$ cat src/rtl/uart_receiver.sv
// UART receiver: 2-flop synchronised line, OVERSAMPLE x ticks per bit, mid-bit sampling, LSB first.
// rx_dv about 9.5 bit times + 2 clk after the start edge; no backpressure, so take rx_out on the pulse.
module uart_receiver #(
  parameter int DATA_WIDTH = 8,
  parameter int OVERSAMPLE = 16
) (
  input  logic                  clk,
  input  logic                  rst_n,
  input  logic                  tick,
  input  logic                  rx_in,
  output logic [DATA_WIDTH-1:0] rx_out,
  output logic                  rx_dv,
  output logic                  frame_err
);

  localparam int TW = $clog2(OVERSAMPLE);
  localparam int BW = (DATA_WIDTH > 1) ? $clog2(DATA_WIDTH) : 1;
  localparam logic [TW-1:0] MID_START = TW'(OVERSAMPLE / 2 - 1);
  localparam logic [TW-1:0] MID_BIT   = TW'(OVERSAMPLE - 1);
  localparam logic [BW-1:0] LAST_BIT  = BW'(DATA_WIDTH - 1);

  typedef enum logic [1:0] {
    S_IDLE  = 2'd0,
    S_START = 2'd1,
    S_DATA  = 2'd2,
    S_STOP  = 2'd3
  } state_t;

  state_t                state_q, state_d;
  logic                  sync1_q, sync1_d;
  logic                  sync2_q, sync2_d;
  logic [TW-1:0]         tick_cnt_q, tick_cnt_d;
  logic [BW-1:0]         bit_cnt_q, bit_cnt_d;
  logic [DATA_WIDTH-1:0] shift_q, shift_d;
  logic [DATA_WIDTH-1:0] rx_out_q, rx_out_d;
  logic                  rx_dv_q, rx_dv_d;
  logic                  frame_err_q, frame_err_d;
  logic                  armed_q, armed_d;
  logic                  rx_s;

  assign rx_s = sync2_q;

  always_comb begin
    sync1_d     = rx_in;
    sync2_d     = sync1_q;
    state_d     = state_q;
    tick_cnt_d  = tick_cnt_q;
    bit_cnt_d   = bit_cnt_q;
    shift_d     = shift_q;
    rx_out_d    = rx_out_q;
    rx_dv_d     = 1'b0;
    frame_err_d = 1'b0;
    armed_d     = armed_q;

    case (state_q)
      S_IDLE: begin
        // After a framing error the line must go high again before a new start counts.
        if (armed_q && !rx_s) begin
          state_d    = S_START;
          tick_cnt_d = '0;
        end else if (!armed_q && rx_s) begin
          armed_d = 1'b1;
        end
      end
      S_START: begin
        if (tick) begin
          if (tick_cnt_q == MID_START) begin
            tick_cnt_d = '0;
            if (!rx_s) begin
              state_d   = S_DATA;
              bit_cnt_d = '0;
            end else begin
              state_d = S_IDLE;
            end
          end else begin
            tick_cnt_d = tick_cnt_q + TW'(1);
          end
        end
      end
      S_DATA: begin
        if (tick) begin
          if (tick_cnt_q == MID_BIT) begin
            shift_d    = {rx_s, shift_q[DATA_WIDTH-1:1]};
            tick_cnt_d = '0;
            if (bit_cnt_q == LAST_BIT) begin
              state_d = S_STOP;
            end else begin
              bit_cnt_d = bit_cnt_q + BW'(1);
            end
          end else begin
            tick_cnt_d = tick_cnt_q + TW'(1);
          end
        end
      end
      S_STOP: begin
        if (tick) begin
          if (tick_cnt_q == MID_BIT) begin
            tick_cnt_d = '0;
            state_d    = S_IDLE;
            if (rx_s) begin
              rx_out_d = shift_q;
              rx_dv_d  = 1'b1;
            end else begin
              frame_err_d = 1'b1;
              armed_d     = 1'b0;
            end
          end else begin
            tick_cnt_d = tick_cnt_q + TW'(1);
          end
        end
      end
      default: state_d = S_IDLE;
    endcase
  end

  always_ff @(posedge clk or negedge rst_n) begin
    if (!rst_n) begin
      state_q     <= S_IDLE;
      sync1_q     <= 1'b1;
      sync2_q     <= 1'b1;
      tick_cnt_q  <= '0;
      bit_cnt_q   <= '0;
      shift_q     <= '0;
      rx_out_q    <= '0;
      rx_dv_q     <= 1'b0;
      frame_err_q <= 1'b0;
      armed_q     <= 1'b1;
    end else begin
      state_q     <= state_d;
      sync1_q     <= sync1_d;
      sync2_q     <= sync2_d;
      tick_cnt_q  <= tick_cnt_d;
      bit_cnt_q   <= bit_cnt_d;
      shift_q     <= shift_d;
      rx_out_q    <= rx_out_d;
      rx_dv_q     <= rx_dv_d;
      frame_err_q <= frame_err_d;
      armed_q     <= armed_d;
    end
  end

  assign rx_out    = rx_out_q;
  assign rx_dv     = rx_dv_q;
  assign frame_err = frame_err_q;

endmodule

$ cat config.mk
export PLATFORM = sky130hd
export DESIGN_NAME = uart_receiver
export DESIGN_NICKNAME = d
export VERILOG_FILES = /design/src/rtl/uart_receiver.sv
export SDC_FILE = /design/constraint.sdc
export NUM_CORES = 1
export LEC_CHECK = 0
export ABC_CLOCK_PERIOD_IN_PS = 3770
export CORE_MARGIN = 2
export CORE_UTILIZATION = 30
export CTS_CLUSTER_DIAMETER = 80
export DETAILED_ROUTE_END_ITERATION = 12
export PLACE_DENSITY_LB_ADDON = 0.25
export SETUP_SLACK_MARGIN = 0.15
export SLEW_MARGIN = 20
export SYNTH_ARGS = -nofsm -noshare
export SYNTH_HDL_FRONTEND = slang
export SYNTH_SLANG_ARGS = --single-unit
$ cat constraint.sdc
create_clock -name clk -period 3.77 [get_ports clk]
set_input_delay 0.9425 -clock clk [delete_from_list [all_inputs] [get_ports clk]]
set_output_delay 0.9425 -clock clk [all_outputs]
set_load 0.02 [all_outputs]
## Yosys cells after proc, flatten, opt, wreduce, memory -nomap -nowiden

Cells that the tools add are included.

| word-level totals | value |
|---|---|
| output and inout bits | 10 |
| bits in registers | 30 |
| bits of input ports | 4 |
| logic and storage cells | 83 |

| operators by class | value |
|---|---|
| mux-type cells | 37 |
| equal/unequal tests | 20 |
| reduce and logical (&&, ||, !) cells | 14 |
| add/sub/neg operators | 2 |

Operators with widths:

| operator | number |
|---|---|
| $ne 2x2->1 const B | 13 |
| $mux 4 | 5 |
| $mux 2 | 9 |
| $mux 3 | 6 |
| $mux 1 | 13 |
| $pmux 4 s3 | 1 |
| $pmux 2 s4 | 1 |
| $reduce_and 8->1 | 1 |
| $reduce_and 7->1 | 1 |
| $pmux 3 s2 | 1 |
| $reduce_and 3->1 | 2 |
| $reduce_and 6->1 | 1 |
| $add 4x1->4 const B | 1 |
| $eq 2x2->1 const B | 2 |
| $eq 4x3->1 const B | 1 |
| $eq 4x4->1 const B | 1 |
| $reduce_and 4->1 | 1 |
| $reduce_bool 2->1 | 2 |
| $add 3x1->3 const B | 1 |
| $eq 3x3->1 const B | 1 |
| $eq 2x1->1 const B | 1 |
| $logic_and 1x1->1 | 2 |
| $logic_not 1->1 | 2 |
| $logic_not 2->1 | 1 |
| 3 further kinds | 3 |

## Longest topological paths before layout

| depth | value |
|---|---|
| depth after elaboration | 5 |
| gate-level depth with buffers | 5 |
| depth with buffers taken out | 5 |

## Worst setup path after synthesis

Ideal clock, no wire load.

| timing | value |
|---|---|
| kind | input-to-reg |
| start | input port tick |
| end | register shift_q[0] |
| path buffers | 0 |
| cell stages on the path | 3 |
| arrival | 1.736 ns |
| data required time | 3.645 ns |
| slack | 1.909 ns |
| setup time | 0.125 ns |
| path through | nand4_2 -> nor3_4 -> mux2_2 |

| on the way | value |
|---|---|
| longest elaborated chain between the ends | 1 |

Ends and longest elaborated chain:

| item | line | text |
|---|---|---|
| start: declaration | 9 | `input logic tick,` |
| $reduce_and 3->1 (no source line) | n/a |  |
| end signal: assignment | 134 | `shift_q <= shift_d;` |
| end: declaration | 34 | `logic [DATA_WIDTH-1:0] shift_q, shift_d;` |

No other way between the ends.
A chain may end at the register's enable or synchronous reset.

## Worst setup path in the final report

| timing | value |
|---|---|
| start | input port tick |
| end | register shift_q[6] |

The elaborated chain is that of the path after synthesis.

==> results.cfg <==
[floorplan]
die_h_um = 72.3
start_util = 0.317
dieWidth_um = 72.3
num_rows = 24
core_area_um2 = 4410
die_area_um2 = 5230
io_pins = 14

[clock_tree]
cts_buffers = 5
htree_num_levels = 2
cts_resized = 0
numClockSinks = 30
cts_setup_buffers = 0
cts_tree = done
root_buffer = clkbuf_8
clkLatencyLatePin_ps = 280
clkTransAtPathRegs_ps = 60
cts_buffer_depth = 2
ctsHoldBuffers = 0

[worst_setup_path]
max_stage_delay_ps = 610
worstPathRequired_ps = 3930
cp-start-kind = primary input
regToRegSetupSlack_ps = 1910
slowest_stage = clkdlybuf4s50_1
reg2regPathDepth = 3
crit_chain = clkdlybuf4s50_1 -> nand4_2 -> nor3_4 -> mux2_2
critPathKind = primary input to flop
end_kind = flop
reg2reg_to = shift_q[6]
endpoint = shift_q[6]
arrival_ps = 2500
crit_fanout = 8
critPathLaunch = tick

[final_layout]
fillers = 438
seq_area_um2 = 754
fin_area_um2 = 1690
diodes = 0
drive_above_1_share = 0.266
multiInputGateArea_um2 = 594
final_util = 0.382
nets = 130
areaGrowthSynthToFinish_pct = 20.6

[routing]
route.detailed.drc = 0
num_vias = 911
wl_per_cell_um = 13.8
first_pass_iters = 4
route.met2.wl_um = 1200
ant_nets = 0
routed.top_layer = met4
wl_met1_um = 1070
wl_um = 2430
wl_met3_um = 97
drt_iter0_drc = 25
vias_per_cell = 5.18

[timing]
slew_violations = 0
skew_ps = 3.87
fin_setup_tns_ps = 0
maxSlewHeadroom = 0.560
timing.hold.ws_ps = 355
finalSetupViolCount = 0
rsz0062_at_grt = no
finalCritPeriodShare = 0.620
timing.final.crit_period_ps = 2340
hold_viol_final = 0
max_freq_mhz = 428
setup_ws_ps = 1430
worst_pin_slew_ps = 660

[hold_path]
min-delay-path-class = flop to flop

[placed_design]
pre_cts_ws_ps = 1110
port_buffers = 13
dp_hpwl_um = 1690
place_area_um2 = 1570
gp_congestion = 0.760

[yosys]
seq_area_frac_synth = 0.539
yosys-top-cells-area = dfrtp_1 (48%), mux2_2 (14%), dfstp_2 (5.6%)
avgSynthCellArea_um2 = 13.0
synthFlopType = dfrtp_1
syn-num-nets = 115
async_reset_ff_frac = 1.00
ys_seq_elements = 30
netlist_area_um2 = 1400
synthDistinctLibCells = 37
synth_edf_count = 0
synth.top_cell.area_share = 0.483
yosysTopAreaCell = dfrtp_1
yosys_warnings = 0
syn-instance-count = 108

[global_routing]
antenna_found_initial = 0
grt_pass1_wl_um = 4530
grt_pass1_vias = 948
grt_overflow_total = 0
grt_start_max_net_pins = 31
track_usage = 0.115

[pwr]
power_density_nw_per_um2 = 580
ir_drop_v = 0.000246
p_leak_nw = 0.761

[status]
outcome = finished clean

[job]
cap_violations = 0
==> logic make-up after synthesis <==
family,count (synthesis),share of synthesized area
simple gates,28,0.156
fa+ha+maj,3,0.0268
xor+xnor,1,0.00626
flops,30,0.539
mux,18,0.144
buf+inv,11,0.0358
compound gates,17,0.0921
==> cell usage after synthesis, types with 3 or more instances <==
cell and number:
inv_1 5, mux2_2 17, nand2_1 3, nor2_1 4, dfstp_2 3, a21oi_1 3
nand2b_1 3, dfrtp_1 27, ha_1 3, buf_2 4, nand3_1 3
==> stage by stage <==
step | total power, mW | std cells
2_1_floorplan | 0.621 | 108
3_3_place_gp | 0.648 | 168
3_5_place_dp | 0.657 | 168
4_1_cts | 0.989 | 176
5_1_grt | 1.05 | 176
6_report | 0.978 | 176
==> flip-flops by register name, summed over array words and instances, names as in the netlist, named ones only <==
name,count
rx_out,8
shift_q,8
tick_cnt_q,4
bit_cnt_q,3
armed_q,1
frame_err,1
rx_dv,1
rx_s,1
state_q,1
sync1_q,1
==> cell type report <==
cell class / instances / area share
inverter: 5 / 0.0111
timing repair buffer: 14 / 0.0816
tap: 52 / 0.0386
clock buffer: 7 / 0.0512
multi-input combinational: 67 / 0.352
clock inverter: 1 / 0.0178
sequential: 30 / 0.447
==> per-layer routing <==
layer / vias to the layer above / global-route usage
met2: 20 / 0.185
met3: 6 / 0.0417
met4: 0 / 0.0566
met1: 455 / 0.135
met5: - / 0
li1: 430 / -
==> worst max-delay path, delay by kind of cell <==
family	cells	cell delay [ps]
mux	1	390
simple gates	2	560
buf+inv	1	610
==> how the worst min path moves through the flow <==
stage | start | endpoint | cells past startpoint
6_report | sync1_q | rx_s | 0
3_3_place_gp | sync1_q | rx_s | 0
2_1_floorplan | sync1_q | rx_s | 0
5_1_grt | sync1_q | rx_s | 0
3_5_place_dp | sync1_q | rx_s | 0
4_1_cts | sync1_q | rx_s | 0
==> cells in the final DEF, fill, tap and decap left out, types with 2 or more instances in the layout <==
cell type | netlist | final
clkbuf_8 | 0 | 6
nor2_1 | 4 | 4
mux2_2 | 17 | 17
clkdlybuf4s50_1 | 0 | 13
nand4_1 | 2 | 2
nand2b_1 | 3 | 3
o21a_1 | 2 | 2
o21ai_0 | 2 | 2
o211ai_1 | 2 | 2
nand2_1 | 3 | 3
dfrtp_1 | 27 | 27
nand4b_1 | 2 | 2
a32o_1 | 2 | 2
ha_1 | 3 | 3
dfstp_2 | 3 | 3
inv_1 | 5 | 5
nor3_1 | 2 | 2
nand3_1 | 3 | 3
a21oi_1 | 3 | 3
==> where the power goes <==
part	switching, mW	internal (mW)	total [mW]
clock network	0.115	0.215	0.330
registers	0.111	0.368	0.479
logic	0.0776	0.0917	0.169
Note: power is estimated with default switching activity, not from simulation.
